===== src/rtl/req_pending_pkg.sv =====
// Shared types and constants for the request-collection stage in front of the
// 3-input priority encoder.
package req_pending_pkg;

    localparam int NUM_SRC = 3;

    typedef enum logic [0:0] {
        ST_IDLE  = 1'b0,
        ST_OFFER = 1'b1
    } state_t;

    localparam logic [1:0] CODE_S1   = 2'b00;
    localparam logic [1:0] CODE_S2   = 2'b01;
    localparam logic [1:0] CODE_S3   = 2'b10;
    localparam logic [1:0] CODE_NONE = 2'b11;

endpackage


===== src/rtl/req_pending_ctrl_sat_cnt.sv =====
// Saturating up-counter used to tally requests lost to an already-pending source.
module sat_cnt #(
    parameter int CW = 4
) (
    input  logic          clk,
    input  logic          rst,
    input  logic          inc,
    output logic [CW-1:0] count
);

    always_ff @(posedge clk or posedge rst) begin
        if (rst) begin
            count <= '0;
        end else if (inc && (count != {CW{1'b1}})) begin
            count <= count + CW'(1);
        end
    end

endmodule


===== src/rtl/req_pending_ctrl.sv =====
// Collects request pulses into sticky pending bits and offers a frozen snapshot
// to the priority encoder through a valid/ready handshake.
//
// state    | meaning
// ST_IDLE  | no offer; snapshot pend into sel when anything is pending
// ST_OFFER | sel frozen, svc_valid high until the consumer fires
module req_pending_ctrl
    import req_pending_pkg::*;
#(
    parameter int CW = 4
) (
    input  logic          clk,
    input  logic          rst,
    input  logic [2:0]    req,
    output logic          sel1,
    output logic          sel2,
    output logic          sel3,
    input  logic [1:0]    grant_code,
    output logic          svc_valid,
    input  logic          svc_ready,
    output logic [CW-1:0] drop_cnt1,
    output logic [CW-1:0] drop_cnt2,
    output logic [CW-1:0] drop_cnt3,
    output logic          err
);

    state_t               state;
    logic [NUM_SRC-1:0]   pend;
    logic [NUM_SRC-1:0]   sel;
    logic [NUM_SRC-1:0]   clr;
    logic [NUM_SRC-1:0]   drop_inc;
    logic [CW-1:0]        cnt [NUM_SRC];
    logic                 fire;

    assign svc_valid = (state == ST_OFFER);
    assign fire      = svc_valid & svc_ready;

    always_comb begin
        clr = '0;
        if (fire) begin
            case (grant_code)
                CODE_S1: clr = 3'b001;
                CODE_S2: clr = 3'b010;
                CODE_S3: clr = 3'b100;
                default: clr = 3'b000;
            endcase
        end
    end

    // A request on a bit being cleared this cycle re-arms it rather than dropping.
    assign drop_inc = req & pend & ~clr;

    always_ff @(posedge clk or posedge rst) begin
        if (rst) begin
            pend <= '0;
        end else begin
            pend <= (pend & ~clr) | req;
        end
    end

    always_ff @(posedge clk or posedge rst) begin
        if (rst) begin
            state <= ST_IDLE;
            sel   <= '0;
        end else begin
            case (state)
                ST_IDLE: begin
                    if (pend != '0) begin
                        sel   <= pend;
                        state <= ST_OFFER;
                    end
                end
                ST_OFFER: begin
                    if (fire) begin
                        sel   <= '0;
                        state <= ST_IDLE;
                    end
                end
                default: begin
                    sel   <= '0;
                    state <= ST_IDLE;
                end
            endcase
        end
    end

    always_ff @(posedge clk or posedge rst) begin
        if (rst) begin
            err <= 1'b0;
        end else if (fire && (grant_code == CODE_NONE)) begin
            err <= 1'b1;
        end
    end

    for (genvar i = 0; i < NUM_SRC; i++) begin : g_drop
        sat_cnt #(.CW(CW)) u_cnt (
            .clk   (clk),
            .rst   (rst),
            .inc   (drop_inc[i]),
            .count (cnt[i])
        );
    end

    assign sel1      = sel[0];
    assign sel2      = sel[1];
    assign sel3      = sel[2];
    assign drop_cnt1 = cnt[0];
    assign drop_cnt2 = cnt[1];
    assign drop_cnt3 = cnt[2];

endmodule


===== config.mk =====
export PLATFORM = sky130hd
export DESIGN_NAME = req_pending_ctrl
export DESIGN_NICKNAME = d
export VERILOG_FILES = /design/src/rtl/req_pending_pkg.sv /design/src/rtl/req_pending_ctrl_sat_cnt.sv /design/src/rtl/req_pending_ctrl.sv
export SDC_FILE = /design/constraint.sdc
export NUM_CORES = 1
export LEC_CHECK = 0
export CAP_MARGIN = 20
export CORE_MARGIN = 3
export CORE_UTILIZATION = 45
export DETAILED_ROUTE_END_ITERATION = 7
export PLACE_DENSITY = 0.87
export SYNTH_ARGS = -nofsm -noshare
export SYNTH_HDL_FRONTEND = slang
export SYNTH_SLANG_ARGS = --single-unit

===== constraint.sdc =====
create_clock -name clk -period 1.5 [get_ports clk]
set_input_delay 0.3 -clock clk [delete_from_list [all_inputs] [get_ports clk]]
set_output_delay 0.3 -clock clk [all_outputs]
set_load 0.005 [all_outputs]

==> reports/qor.csv, run 1 <==
metric,value,unit
outcome,finished clean,
critPathKind,in -> reg,
synthesis.nets,91,
worstSkewPairLatency,0.32,ns
antenna_found_initial,0,
viasPerCell,5.42,
dr.pass1.iters,4,
hpwl,1580,um
io_buffers,24,
synth_cells,80,
dieHeight,51.4,um
path_max_fanout,4,
fin_crit_sh,98.0,%
postSynthAreaPerCell,11.6,um^2
powerDensity,1740,mW/mm^2
drt-initial-drc-count,19,
gp_congestion,0.819,
setup_violations,0,
arrival,1.68,ns
ant_nets,0,
hold_violations,0,
async_flop_share,100,%
yosysUniqueCellTypes,25,
drive_gt1_share,38.3,%
maxCapViolCount,0,
grt-ovfl-total,0,
cts_tree,done,
tightest_slew,0.277,ns
max_slew_margin,81.6,%
min_period,1.47,ns
wl_per_cell,17.6,um
synth_flop_cell,dfrtp_1,
drc,0,
crit_path_end_kind,flop,
finalMaxSlewViolations,0,
cts_sinks,20,
clk_path_buf_depth,2,
whs,0.290,ns
crit_required,1.71,ns
dieArea,0.00264,mm^2
synth_edf_count,0,
vias,856,
postCtsHoldBufs,0,
grt_pass1_vias,839,
final_nets,145,
hold_path.class,in -> async,
ys_ff_latch,20,
rows,15,
area_growth,65.9,%
grt_usage,20.5,%
grt_max_degree,21,
io_pins,25,
power_leakage,0.744,nW
max_freq,0.680,GHz
crit_path_start_kind,input port,
ir_drop,1350,uV
fin_worst_skew,0.00461,ns
coreArea,0.00184,mm^2
root_buffer,clkbuf_4,
dp_slack,-0.223,ns
cts_made_buffers,3,
antenna_cells,0,
die_x,51.4,um
path_clk_slew,0.12,ns
start_util,50.3,%
seq_area_frac_synth,54.1,%
wl,2780,um
yosys_warnings,0,
grt_pass1_wl,3880,um
htreeDepth,1,
syn_area,926,um^2
setup_ws,0.0294,ns
layout make-up:
type,count,area [um^2]
Inverter,4,15.0
Fill cell,100,303
Timing Repair Buffer,50,459
Tap cell,25,31.3
Multi-Input combinational cell,55,477
Sequential cell,20,502
Clock buffer,3,22.5
Clock inverter,1,30.0
registers in the layout, summed over array words and instances (netlist names):
name,count
g_drop.u_cnt.count,12
pend,3
sel,3
err,1
svc_valid,1
cell usage after synthesis, types with 2 or more instances:
library cell	number	area share (%)
dfrtp_1	20	54
nor2_1	10	4.1
nand3_1	6	3.2
xor2_1	6	5.7
o21ai_0	5	2.7
inv_1	4	1.6
nand2_1	4	1.6
a21oi_1	3	1.6
ha_1	3	4.1
xnor2_1	3	2.8
nand2b_1	2	1.4
stage by stage:
| step | setup TNS [ns] | power, mW | area [um^2] | instances | util, % |
|---|---|---|---|---|---|
| 4_1_cts | 0 | 2.46 | 1410 | 155 | 76.4 |
| 3_3_place_gp | -1.19 | 1.77 | 1250 | 136 | 68.0 |
| 2_1_floorplan | 0 | 1.28 | 926 | 80 | - |
| 3_5_place_dp | -1.87 | 1.82 | 1250 | 136 | 68.0 |
| 6_report | 0 | 2.68 | 1540 | 158 | 83.5 |
| 5_1_grt | -0.0735 | 2.85 | 1540 | 158 | 83.5 |
power breakdown:
| group | internal [mW] | switching [mW] | leakage (nW) |
|---|---|---|---|
| registers | 0.725 | 0.118 | 0.224 |
| logic | 0.806 | 0.574 | 0.492 |
| clock network | 0.270 | 0.183 | 0.0279 |
cells in the final DEF (no fill, tap or decap), types with 2 or more instances in the layout:
master / instances
buf_4: 22
dfrtp_1: 19
dlygate4sd2_1: 9
dlymetal6s2s_1: 8
clkdlybuf4s50_1: 7
nor2_1: 6
xor2_1: 6
o21ai_0: 5
nand3_2: 4
inv_1: 4
nand2_1: 4
buf_6: 4
a21oi_1: 3
nand3_1: 3
ha_2: 3
clkbuf_4: 3
mux2_4: 2
o2111ai_4: 2
xnor2_1: 2
nor2_4: 2
nand2b_1: 2
nor2_2: 2
critical path, cell delays in order:
cell,delay [ns]
clkdlybuf4s50_1,0.49
or2_4,0.30
o2111ai_4,0.27
mux2_4,0.32
repair_timing:
item,4_1_cts,5_1_grt
setup endpoints to repair,17,18
gates resized for setup,10,28
pin swaps,1,5
setup buffers,15,3
cells by family (layout without fill, tap and decap cells):
group | Yosys count | count (layout) | synth area share, %
simple gates | 27 | 27 | 15.3
compound gates | 13 | 13 | 11.6
xor+xnor | 9 | 9 | 8.51
fa+ha+maj | 3 | 3 | 4.05
buf+inv | 5 | 58 | 2.43
mux | 3 | 3 | 4.05
flops | 20 | 20 | 54.1
worst paths after layout:
kind	from	endpoint	slack [ns]	depth (start not counted)
worst max register to register	svc_valid	g_drop[2].u_cnt.count[1]	0.05	5
max in group asynchronous	rst	svc_valid	0.98	3
worst min register to register	err	err	0.51	1
min in group clk	err	err	0.51	1
worst min-delay path	rst	sel[2]	0.29	3
worst max-delay path	grant_code[0]	g_drop[0].u_cnt.count[1]	0.03	4
metal layers:
layer | up-vias | part of all wire [%] | GRT usage (%)
li1 | 380 | - | -
met1 | 424 | 40 | 23.1
met2 | 39 | 51 | 35.8
met3 | 13 | 5.6 | 5.54
met4 | 0 | 3.6 | 8.73
met5 | - | 0 | 0
Note: power is estimated with default switching activity, not from simulation.
==> run 2: changes to the inputs <==
- CAP_MARGIN: 20 -> not set
==> results of run 2 <==
Final layout, timing and power as in run 1 (identical DEF).
==> run 3: changes to the inputs <==
--- a/config.mk
+++ b/config.mk
@@ -8,5 +8,5 @@
 export CORE_MARGIN = 3
-export CORE_UTILIZATION = 45
+export CORE_UTILIZATION = 30
 export DETAILED_ROUTE_END_ITERATION = 7
-export PLACE_DENSITY = 0.87
+export PLACE_DENSITY = 0.66
 export SYNTH_ARGS = -nofsm -noshare
--- a/constraint.sdc
+++ b/constraint.sdc
@@ -3,2 +3,2 @@
 set_output_delay 0.3 -clock clk [all_outputs]
-set_load 0.005 [all_outputs]
+set_load 0.1 [all_outputs]
==> run 3 against run 2 <==
Against the previous run: worst hold slack better by 0.023 ns; clock skew down 0.0017 ns; design area up 0.65%; first-iteration DRC count rose to 2.5 times the previous value; global-route usage down 9.0 points; wire length down 33%; via count down 20%; setup slack better by 0.017 ns; final cell count down 9.5%; utilization down 29 points; critical path type unchanged; critical endpoint unchanged; largest cell class unchanged.
==> reports/qor.csv, run 3 (same netlist as run 1, synthesis figures left out) <==
metric,value,unit,change
outcome,finished clean,,
largestRegisters,"g_drop.u_cnt.count x12, pend x3, sel x3",,
tightest_slew,0.272,ns,-0.00431 ns
path_max_fanout,4,,unchanged
dieHeight,61.6,um,+20%
path_cells,clkdlybuf4s50_1 > or2_4 > o2111ai_4 > mux2_4,,
cts_sinks,20,,unchanged
final_cell_mix,"buf_12, nor2_1, dfrtp_1, dfrtp_4, clkdlybuf4s50_1",,
cts_made_buffers,3,,unchanged
ant_nets,0,,unchanged
final_common_cell,buf_12,,
hpwl,1460,um,-7.6%
fin_worst_skew,0.00291,ns,-0.00169 ns
final_nets,124,,-14%
max_slew_margin,81.8,%,+0.29 points
cp_slowest_cell,clkdlybuf4s50_1,,
postCtsSetupBuffers,0,,-15
regMostFlops,g_drop.u_cnt.count,,
seq_area,534,um^2,+6.5%
design_area,0.00155,mm^2,+0.65%
wl_per_cell,13.1,um,-26%
critPathKind,in -> reg,,
root_buffer,clkbuf_4,,
worstSkewPairLatency,0.29,ns,-0.03 ns
nFillCells,230,,+130%
hold_path.class,in -> async,,
grt_pass1_vias,721,,-14%
crit_path_end_kind,flop,,
rows,19,,+4
io_pins,25,,unchanged
area_growth,67.0,%,
gp_congestion,0.849,,+3.7%
grt_usage,11.4,%,-9.0 points
cp_slowest_stage_delay,0.49,ns,about the same
largest_reg_flops,12,,unchanged
grt_max_degree,21,,unchanged
dpl_cell_area,0.00152,mm^2,+22%
multi_input_area,484,um^2,+1.6%
clk_path_buf_depth,2,,unchanged
drc,0,,unchanged
hold_violations,0,,unchanged
crit_path_start_kind,input port,,
coreArea,0.00285,mm^2,+55%
max_freq,0.688,GHz,+1.2%
min_period,1.45,ns,-0.0170 ns
drive_gt1_share,48.2,%,+9.9 points
antenna_cells,0,,unchanged
crit_required,1.68,ns,-0.03 ns
drt-initial-drc-count,48,,+29
crit_family,buffers and inverters,,
start_util,32.5,%,-18 points
rsz0062_at_grt,no,,
fin_crit_sh,96.9,%,-1.1 points
grt-ovfl-total,0,,unchanged
finalMaxSlewViolations,0,,unchanged
maxCapViolCount,0,,unchanged
postCtsHoldBufs,0,,unchanged
dieArea,0.00379,mm^2,+44%
wl,1870,um,-33%
vias,687,,-20%
grt_pass1_wl,3190,um,-18%
die_x,61.6,um,+20%
viasPerCell,4.80,,-11%
setup_violations,0,,unchanged
dr.pass1.iters,3,,-1
io_buffers,24,,unchanged
path_clk_slew,0.11,ns,about the same
htreeDepth,1,,unchanged
cts_tree,done,,
antenna_found_initial,0,,unchanged
path_buf_inv,1,,unchanged
arrival,1.64,ns,-0.04 ns
cts_resized,0,,-10
## run 3: cell types whose count changed in the layout (fill, tap and decap cells not counted), sizes merged
cell	change
clkbuf	+1
buf	-4
bufinv	-1
dlygate4sd2	-9
dlymetal6s2s	-8
## run 3: worst min-delay path, delay by kind of cell
| kind | cells | cell delay [ns] |
|---|---|---|
| buffers and inverters | 3 | 0.69 |
## run 3: worst paths after layout
kind,end,cells after the start,slack [ns],startpoint
hold / removal,g_drop[2].u_cnt.count[0],3,0.31,rst
hold reg to reg,g_drop[0].u_cnt.count[3],1,0.53,g_drop[0].u_cnt.count[3]
max in group asynchronous,g_drop[0].u_cnt.count[0],3,0.96,rst
setup / recovery,g_drop[0].u_cnt.count[1],4,0.05,grant_code[1]
setup reg to reg,g_drop[0].u_cnt.count[1],4,0.13,g_drop[0].u_cnt.count[1]
min in group clk,g_drop[0].u_cnt.count[3],1,0.53,g_drop[0].u_cnt.count[3]
## run 3: metrics by stage
| step | setup TNS, ns | cells | util [%] | hold slack [ns] | setup slack (ns) |
|---|---|---|---|---|---|
| finish | 0 | 143 | 54.2 | 0.313 | 0.0465 |
| global route | 0 | 143 | 54.2 | 0.331 | 0.000332 |
| CTS | 0 | 143 | 54.2 | 0.324 | 0.0411 |
| detailed placement | -1.98 | 139 | 53.3 | 0.514 | -0.265 |
| global placement | -1.85 | 139 | 53.3 | 0.511 | -0.243 |
| floorplan | -0.0105 | 80 | - | 0.264 | -0.00547 |
## run 3: final cells by class
class | count | share of cell area (%)
clock buffer | 4 | 1.70
sequential | 20 | 34.5
inverter | 4 | 0.971
tap | 31 | 2.51
timing repair buffer | 29 | 29.0
multi-input combinational | 55 | 31.3
## run 3: metal layers
| layer | up-vias | global-route usage, % | wire length, um |
|---|---|---|---|
| li1 | 337 | - | - |
| met4 | 0 | 4.24 | 27 |
| met1 | 333 | 15.8 | 898 |
| met3 | 2 | 2.52 | 86 |
| met2 | 15 | 17.5 | 860 |
| met5 | - | 0 | 0 |
Power of run 3 is left out: the tool's default activity adds up to more than one toggle a clock period on the data nets, which glitch-free logic cannot reach.
